File: config.mk
export PLATFORM = sky130hd
export DESIGN_NAME = imem_port_arbiter_flat
export DESIGN_NICKNAME = d
export VERILOG_FILES = /design/src/rtl/imem_pkg.sv /design/src/rtl/imem_port_arbiter_if.sv /design/src/rtl/imem_rr_arb.sv /design/src/rtl/imem_port_arbiter.sv /design/src/flat_wrapper.sv
export SDC_FILE = /design/constraint.sdc
export NUM_CORES = 1
export LEC_CHECK = 0
export CORE_ASPECT_RATIO = 0.5
export CORE_MARGIN = 2
export CORE_UTILIZATION = 25
export CTS_BUF_LIST = sky130_fd_sc_hd__clkbuf_16
export CTS_CLUSTER_SIZE = 24
export DETAILED_ROUTE_END_ITERATION = 8
export GPL_TIMING_DRIVEN = 0
export PLACE_DENSITY = 0.85
export RECOVER_POWER = 25
export SLEW_MARGIN = 40
export SYNTH_ARGS = -nofsm -noshare
export SYNTH_HDL_FRONTEND = slang
export SYNTH_SLANG_ARGS = --single-unit
File: constraint.sdc
create_clock -name clk -period 6.48 [get_ports clk]
set_clock_uncertainty 0.2 [all_clocks]
set_input_delay 1.62 -clock clk [delete_from_list [all_inputs] [get_ports clk]]
set_output_delay 1.62 -clock clk [all_outputs]
set_load 0.01 [all_outputs]
File: src/rtl/imem_pkg.sv
// Shared types and helpers for the instruction-memory port arbiter and
// other word-addressed memory controllers.
package imem_pkg;

  typedef enum logic {
    BOOT = 1'b0,
    RUN  = 1'b1
  } imem_state_e;

  localparam logic [31:0] NOP_INSTR = 32'h0000_0013;

  // Byte address is legal when word-aligned and its word index fits in 2**addr_w.
  function automatic logic addr_legal(input logic [31:0] byte_addr, input int addr_w);
    logic [31:0] word_addr;
    word_addr = {2'b00, byte_addr[31:2]};
    return (byte_addr[1:0] == 2'b00) && ((word_addr >> addr_w) == 32'd0);
  endfunction

endpackage

File: src/rtl/imem_port_arbiter_if.sv
// Fetch, loader, status and memory-side signals of the instruction-memory arbiter.
// slave is the arbiter side; master is the requester/memory side.
interface imem_port_arbiter_if #(
  parameter int ADDR_W = 8,
  parameter int DATA_W = 32
);

  logic              fetch_req;
  logic [31:0]       fetch_pc;
  logic              fetch_gnt;
  logic              fetch_valid;
  logic [DATA_W-1:0] fetch_instr;
  logic              fetch_err;

  logic              load_req;
  logic [31:0]       load_addr;
  logic [DATA_W-1:0] load_data;
  logic              load_gnt;
  logic              load_err;
  logic              load_done;
  logic [ADDR_W:0]   load_count;
  logic              boot_ready;

  logic              mem_en;
  logic              mem_we;
  logic [ADDR_W-1:0] mem_addr;
  logic [DATA_W-1:0] mem_wdata;
  logic [DATA_W-1:0] mem_rdata;

  modport slave (
    input  fetch_req, fetch_pc, load_req, load_addr, load_data, load_done, mem_rdata,
    output fetch_gnt, fetch_valid, fetch_instr, fetch_err,
    output load_gnt, load_err, load_count, boot_ready,
    output mem_en, mem_we, mem_addr, mem_wdata
  );

  modport master (
    output fetch_req, fetch_pc, load_req, load_addr, load_data, load_done, mem_rdata,
    input  fetch_gnt, fetch_valid, fetch_instr, fetch_err,
    input  load_gnt, load_err, load_count, boot_ready,
    input  mem_en, mem_we, mem_addr, mem_wdata
  );

endinterface

File: src/rtl/imem_rr_arb.sv
// Two-requester round-robin arbiter; when disabled only the loader is served.
module imem_rr_arb (
  input  logic clk,
  input  logic reset_n,
  input  logic en_i,
  input  logic fetch_req_i,
  input  logic load_req_i,
  output logic fetch_gnt_o,
  output logic load_gnt_o
);

  // 1: fetch was granted most recently, 0: loader was.
  logic fetch_last_q;

  always_comb begin
    fetch_gnt_o = 1'b0;
    load_gnt_o  = 1'b0;
    if (!en_i) begin
      load_gnt_o = load_req_i;
    end else if (fetch_req_i && load_req_i) begin
      fetch_gnt_o = !fetch_last_q;
      load_gnt_o  = fetch_last_q;
    end else begin
      fetch_gnt_o = fetch_req_i;
      load_gnt_o  = load_req_i;
    end
  end

  always_ff @(posedge clk or negedge reset_n) begin
    if (!reset_n) begin
      fetch_last_q <= 1'b0;
    end else if (fetch_gnt_o) begin
      fetch_last_q <= 1'b1;
    end else if (load_gnt_o) begin
      fetch_last_q <= 1'b0;
    end
  end

endmodule

File: src/rtl/imem_port_arbiter.sv
// Shares a single-port instruction memory between the program loader and the
// fetch stage: loader-only BOOT phase, then round-robin RUN phase.
module imem_port_arbiter
  import imem_pkg::*;
#(
  parameter int ADDR_W = 8,
  parameter int DATA_W = 32
) (
  input logic               clk,
  input logic               reset_n,
  imem_port_arbiter_if.slave bus
);

  localparam logic [ADDR_W:0] COUNT_MAX = {1'b1, {ADDR_W{1'b0}}};

  imem_state_e     state_q;
  logic            boot_ready_q;
  logic            fetch_valid_q;
  logic            fetch_err_q;
  logic            load_err_q;
  logic [ADDR_W:0] load_count_q;

  logic fetch_gnt;
  logic load_gnt;
  logic fetch_ok;
  logic load_ok;

  assign fetch_ok = addr_legal(bus.fetch_pc, ADDR_W);
  assign load_ok  = addr_legal(bus.load_addr, ADDR_W);

  imem_rr_arb u_arb (
    .clk         (clk),
    .reset_n     (reset_n),
    .en_i        (state_q == RUN),
    .fetch_req_i (bus.fetch_req),
    .load_req_i  (bus.load_req),
    .fetch_gnt_o (fetch_gnt),
    .load_gnt_o  (load_gnt)
  );

  always_comb begin
    bus.mem_en    = 1'b0;
    bus.mem_we    = 1'b0;
    bus.mem_addr  = '0;
    bus.mem_wdata = '0;
    if (load_gnt && load_ok) begin
      bus.mem_en    = 1'b1;
      bus.mem_we    = 1'b1;
      bus.mem_addr  = bus.load_addr[ADDR_W+1:2];
      bus.mem_wdata = bus.load_data;
    end else if (fetch_gnt && fetch_ok) begin
      bus.mem_en   = 1'b1;
      bus.mem_addr = bus.fetch_pc[ADDR_W+1:2];
    end
  end

  always_ff @(posedge clk or negedge reset_n) begin
    if (!reset_n) begin
      state_q      <= BOOT;
      boot_ready_q <= 1'b0;
    end else begin
      case (state_q)
        BOOT: begin
          if (bus.load_done) begin
            state_q      <= RUN;
            boot_ready_q <= 1'b1;
          end
        end
        RUN: begin
          state_q      <= RUN;
          boot_ready_q <= 1'b1;
        end
        default: begin
          state_q      <= BOOT;
          boot_ready_q <= 1'b0;
        end
      endcase
    end
  end

  always_ff @(posedge clk or negedge reset_n) begin
    if (!reset_n) begin
      fetch_valid_q <= 1'b0;
      fetch_err_q   <= 1'b0;
      load_err_q    <= 1'b0;
      load_count_q  <= '0;
    end else begin
      fetch_valid_q <= fetch_gnt;
      fetch_err_q   <= fetch_gnt && !fetch_ok;
      load_err_q    <= load_gnt && !load_ok;
      if (load_gnt && load_ok && (load_count_q != COUNT_MAX)) begin
        load_count_q <= load_count_q + 1'b1;
      end
    end
  end

  // Legal reads return the memory data directly; it arrives in the valid cycle.
  assign bus.fetch_instr = fetch_valid_q ? (fetch_err_q ? DATA_W'(NOP_INSTR) : bus.mem_rdata)
                                         : '0;
  assign bus.fetch_gnt   = fetch_gnt;
  assign bus.load_gnt    = load_gnt;
  assign bus.fetch_valid = fetch_valid_q;
  assign bus.fetch_err   = fetch_err_q;
  assign bus.load_err    = load_err_q;
  assign bus.load_count  = load_count_q;
  assign bus.boot_ready  = boot_ready_q;

endmodule

File: src/flat_wrapper.sv
// flat-port wrapper written by rule: the top's interface ports become plain ports
module imem_port_arbiter_flat import imem_pkg::*;
#(
  parameter int ADDR_W = 8,
  parameter int DATA_W = 32
)
  (clk, reset_n, bus_fetch_req, bus_fetch_pc, bus_load_req, bus_load_addr, bus_load_data, bus_load_done, bus_mem_rdata, bus_fetch_gnt, bus_fetch_valid, bus_fetch_instr, bus_fetch_err, bus_load_gnt, bus_load_err, bus_load_count, bus_boot_ready, bus_mem_en, bus_mem_we, bus_mem_addr, bus_mem_wdata);
  imem_port_arbiter_if #(.ADDR_W(ADDR_W), .DATA_W(DATA_W)) bus_i ();
  input logic clk;
  input logic reset_n;
  input wire logic [$bits(bus_i.fetch_req)-1:0] bus_fetch_req;
  input wire logic [$bits(bus_i.fetch_pc)-1:0] bus_fetch_pc;
  input wire logic [$bits(bus_i.load_req)-1:0] bus_load_req;
  input wire logic [$bits(bus_i.load_addr)-1:0] bus_load_addr;
  input wire logic [$bits(bus_i.load_data)-1:0] bus_load_data;
  input wire logic [$bits(bus_i.load_done)-1:0] bus_load_done;
  input wire logic [$bits(bus_i.mem_rdata)-1:0] bus_mem_rdata;
  output wire logic [$bits(bus_i.fetch_gnt)-1:0] bus_fetch_gnt;
  output wire logic [$bits(bus_i.fetch_valid)-1:0] bus_fetch_valid;
  output wire logic [$bits(bus_i.fetch_instr)-1:0] bus_fetch_instr;
  output wire logic [$bits(bus_i.fetch_err)-1:0] bus_fetch_err;
  output wire logic [$bits(bus_i.load_gnt)-1:0] bus_load_gnt;
  output wire logic [$bits(bus_i.load_err)-1:0] bus_load_err;
  output wire logic [$bits(bus_i.load_count)-1:0] bus_load_count;
  output wire logic [$bits(bus_i.boot_ready)-1:0] bus_boot_ready;
  output wire logic [$bits(bus_i.mem_en)-1:0] bus_mem_en;
  output wire logic [$bits(bus_i.mem_we)-1:0] bus_mem_we;
  output wire logic [$bits(bus_i.mem_addr)-1:0] bus_mem_addr;
  output wire logic [$bits(bus_i.mem_wdata)-1:0] bus_mem_wdata;
  assign bus_i.fetch_req = bus_fetch_req;
  assign bus_i.fetch_pc = bus_fetch_pc;
  assign bus_i.load_req = bus_load_req;
  assign bus_i.load_addr = bus_load_addr;
  assign bus_i.load_data = bus_load_data;
  assign bus_i.load_done = bus_load_done;
  assign bus_i.mem_rdata = bus_mem_rdata;
  assign bus_fetch_gnt = bus_i.fetch_gnt;
  assign bus_fetch_valid = bus_i.fetch_valid;
  assign bus_fetch_instr = bus_i.fetch_instr;
  assign bus_fetch_err = bus_i.fetch_err;
  assign bus_load_gnt = bus_i.load_gnt;
  assign bus_load_err = bus_i.load_err;
  assign bus_load_count = bus_i.load_count;
  assign bus_boot_ready = bus_i.boot_ready;
  assign bus_mem_en = bus_i.mem_en;
  assign bus_mem_we = bus_i.mem_we;
  assign bus_mem_addr = bus_i.mem_addr;
  assign bus_mem_wdata = bus_i.mem_wdata;
  imem_port_arbiter #(.ADDR_W(ADDR_W), .DATA_W(DATA_W)) u_core (.clk(clk), .reset_n(reset_n), .bus(bus_i));
endmodule
==> impl_metrics.ini <==
[route]
drtIter0Drc = 60
drc = 0
wl_per_cell_um = 14.9
firstDrtPassIters = 4
vias = 2001
wl_mm = 6.86
antenna_left = 0
via_per_inst = 4.35

[logic_synthesis]
yosysSeqAreaShare_pct = 26.5
synthTopCellsByArea = and2_1 (27%), dfrtp_1 (26%), nor4_2 (5.3%)
yosysWarnings = 0
synth_ff_type = dfrtp_1
synth_cells = 162
synth_cell_type_count = 33
netlist.area_leader.share_pct = 26.9
syn_area_mm2 = 0.00142
synthTopCellsByCount = and2_1 (61), dfrtp_1 (15), nor4_1 (10)
yosysMostFrequentCell = and2_1
async_flop_share_pct = 100
syn_nets = 297
synth_edf_count = 0
ys_ff_latch = 15
synth_top_area_cell = and2_1
synth_area_per_cell_um2 = 8.75

[timing]
setup_violations = 0
tightest_slew_ps = 672
period_minus_slack_ps = 6020
fin_crit_sh_pct = 92.8
slew_headroom_pct = 55.0
hold_viol_final = 0
rsz0062_at_grt = no
max_freq_mhz = 166
setup_tns_ps = 0
drv_slew = 0

[grt]
grt_max_degree = 16
track_usage_pct = 20.4
use_met3_pct = 3.29
overflow = 0
grt_pass1_wl_mm = 10.3
use_met2_pct = 38.7
grt_busiest_layer = met2
first_global_vias = 1962
grtUsageMet1_pct = 24.5
antenna_found_initial = 0

[critical_path]
path_buf_inv = 3
critPathCaptureType = output port
crit_chain = clkdlybuf4s50_1 > nor4_2 > nand4_1 > nor2_2 > buf_2 > a22o_1 > clkdlybuf4s50_1
crit_path_top_delay_cell = clkdlybuf4s50_1
worstPathArrival_ps = 4200
cpLargestDelayFamily = buffers and inverters
worstPathRequired_ps = 4660
cpPeakStageDelay_ps = 540
crit_fanout = 10
start_kind = primary input
critical_path_class = in2out
crit_top_cell = clkdlybuf4s50_1

[placed_design]
portBuffers = 221
place_congestion = 0.845
dp_hpwl_mm = 6.05
placedCellCount = 456

[pwr]
peakVddDrop_mv = 0.128
p_per_area_mw_per_mm2 = 92.9
p_leak_uw = 0.00147

[floorplan]
core.rowCount = 19
die_h_um = 57.2
start_util_pct = 25.9
pin_count = 222
core_region_area_mm2 = 0.00547
die_area_mm2 = 0.00633
die_x_um = 110

[clock_network]
numCtsBuffers = 3
cts_tree = built
cts_resized = 0
cts_num_sinks = 15
post-cts-setup-buffers = 0
cts_buffer_depth = 2
clk_pin_slew_worst_paths_ps = 50
cts_max_level = 1
cts_hold_buf = 0
cts-root-buf = clkbuf_16
clock_latency_ps = 240

[run]
cap_violations = 0

[final_layout]
layoutNonFillerInstCount = 460
area_delta_synth_final_pct = 167
drive_gt1_share_pct = 6.20
finalNetCount = 523
n_fill_cell = 427
diodes = 0

[worst_hold_path]
min_path_type = reg2reg

[run_status]
status = complete, no violations
-- per-stage QoR --
stage	instance area (um^2)	util (%)	hold slack, ps	worst slack [ps]	power [uW]
after floorplan	1420	-	254	1890	124
after global placement	3720	68.1	254	595	234
after detailed placement	3720	68.1	255	600	237
after CTS	3800	69.5	276	582	355
after global routing	3780	69.2	298	254	365
final	3780	69.2	266	464	352
-- logic make-up after synthesis --
| group | count (synthesis) | synth area share (%) |
|---|---|---|
| AO/OA/AOI/OAI | 14 | 8.74 |
| XOR/XNOR | 7 | 4.32 |
| adder cells (fa/ha/maj) | 2 | 1.76 |
| buffers and inverters | 14 | 4.59 |
| flip-flops | 15 | 26.5 |
| multiplexers | 3 | 2.56 |
| AND/OR/NAND/NOR | 107 | 51.5 |
-- layer usage --
layer | up-vias | part of all wire (%)
met4 | 0 | 1.4
met3 | 8 | 3.8
met1 | 917 | 40
li1 | 1012 | -
met5 | - | 0
met2 | 64 | 54
-- state kept, by name, summed over array words and instances, names as in the netlist --
register,flops
u_core.bus.load_count,9
u_core.bus.boot_ready,1
u_core.bus.fetch_err,1
u_core.bus.fetch_valid,1
u_core.bus.load_err,1
u_core.state_q,1
u_core.u_arb.fetch_last_q,1
-- worst paths after layout --
kind	slack, ps	depth (start not counted)	endpoint	start
min reg2reg	270	1	u_core.bus.boot_ready	u_core.bus.boot_ready
min	270	1	u_core.bus.boot_ready	u_core.bus.boot_ready
max in group asynchronous	4000	1	u_core.bus.boot_ready	reset_n
max	460	7	bus_mem_addr[3]	bus_load_addr[20]
max reg2reg	4500	5	u_core.bus.load_count[1]	u_core.bus.load_count[3]
min in group asynchronous	1660	1	u_core.bus.load_count[7]	reset_n
-- cell usage in the layout (no fill, tap or decap), types with 2 or more instances in the layout --
master             n
clkdlybuf4s50_1  209
and2_1            61
dfrtp_1           15
dlygate4sd3_1     12
nor4_1            10
a22o_1             8
inv_1              7
nor4_2             6
nand4_1            6
xor2_1             6
nor2_1             5
nand2_1            4
buf_2              4
clkbuf_1           3
o21a_1             3
nand3_1            3
nor3_1             3
clkbuf_16          3
nor4_4             2
ha_1               2
-- final cells by class --
type / count / area, um^2 / share of cell area [%]
repair buffers: 221 / 2210 / 58.4
plain buffers: 8 / 42.5 / 1.12
multi-input cells: 133 / 962 / 25.4
inverters: 6 / 22.5 / 0.595
flip-flops and latches: 15 / 375 / 9.92
clock buffers: 3 / 75.1 / 1.98
well taps: 73 / 91.3 / 2.41
clock inverters: 1 / 3.75 / 0.0992
-- power breakdown --
part	internal (uW)	total [uW]	switching (uW)
Combinational	99.2	135	35.7
Clock	81.6	118	36.6
Sequential	96.1	98.5	2.42
Note: power is estimated with default switching activity, not from simulation.
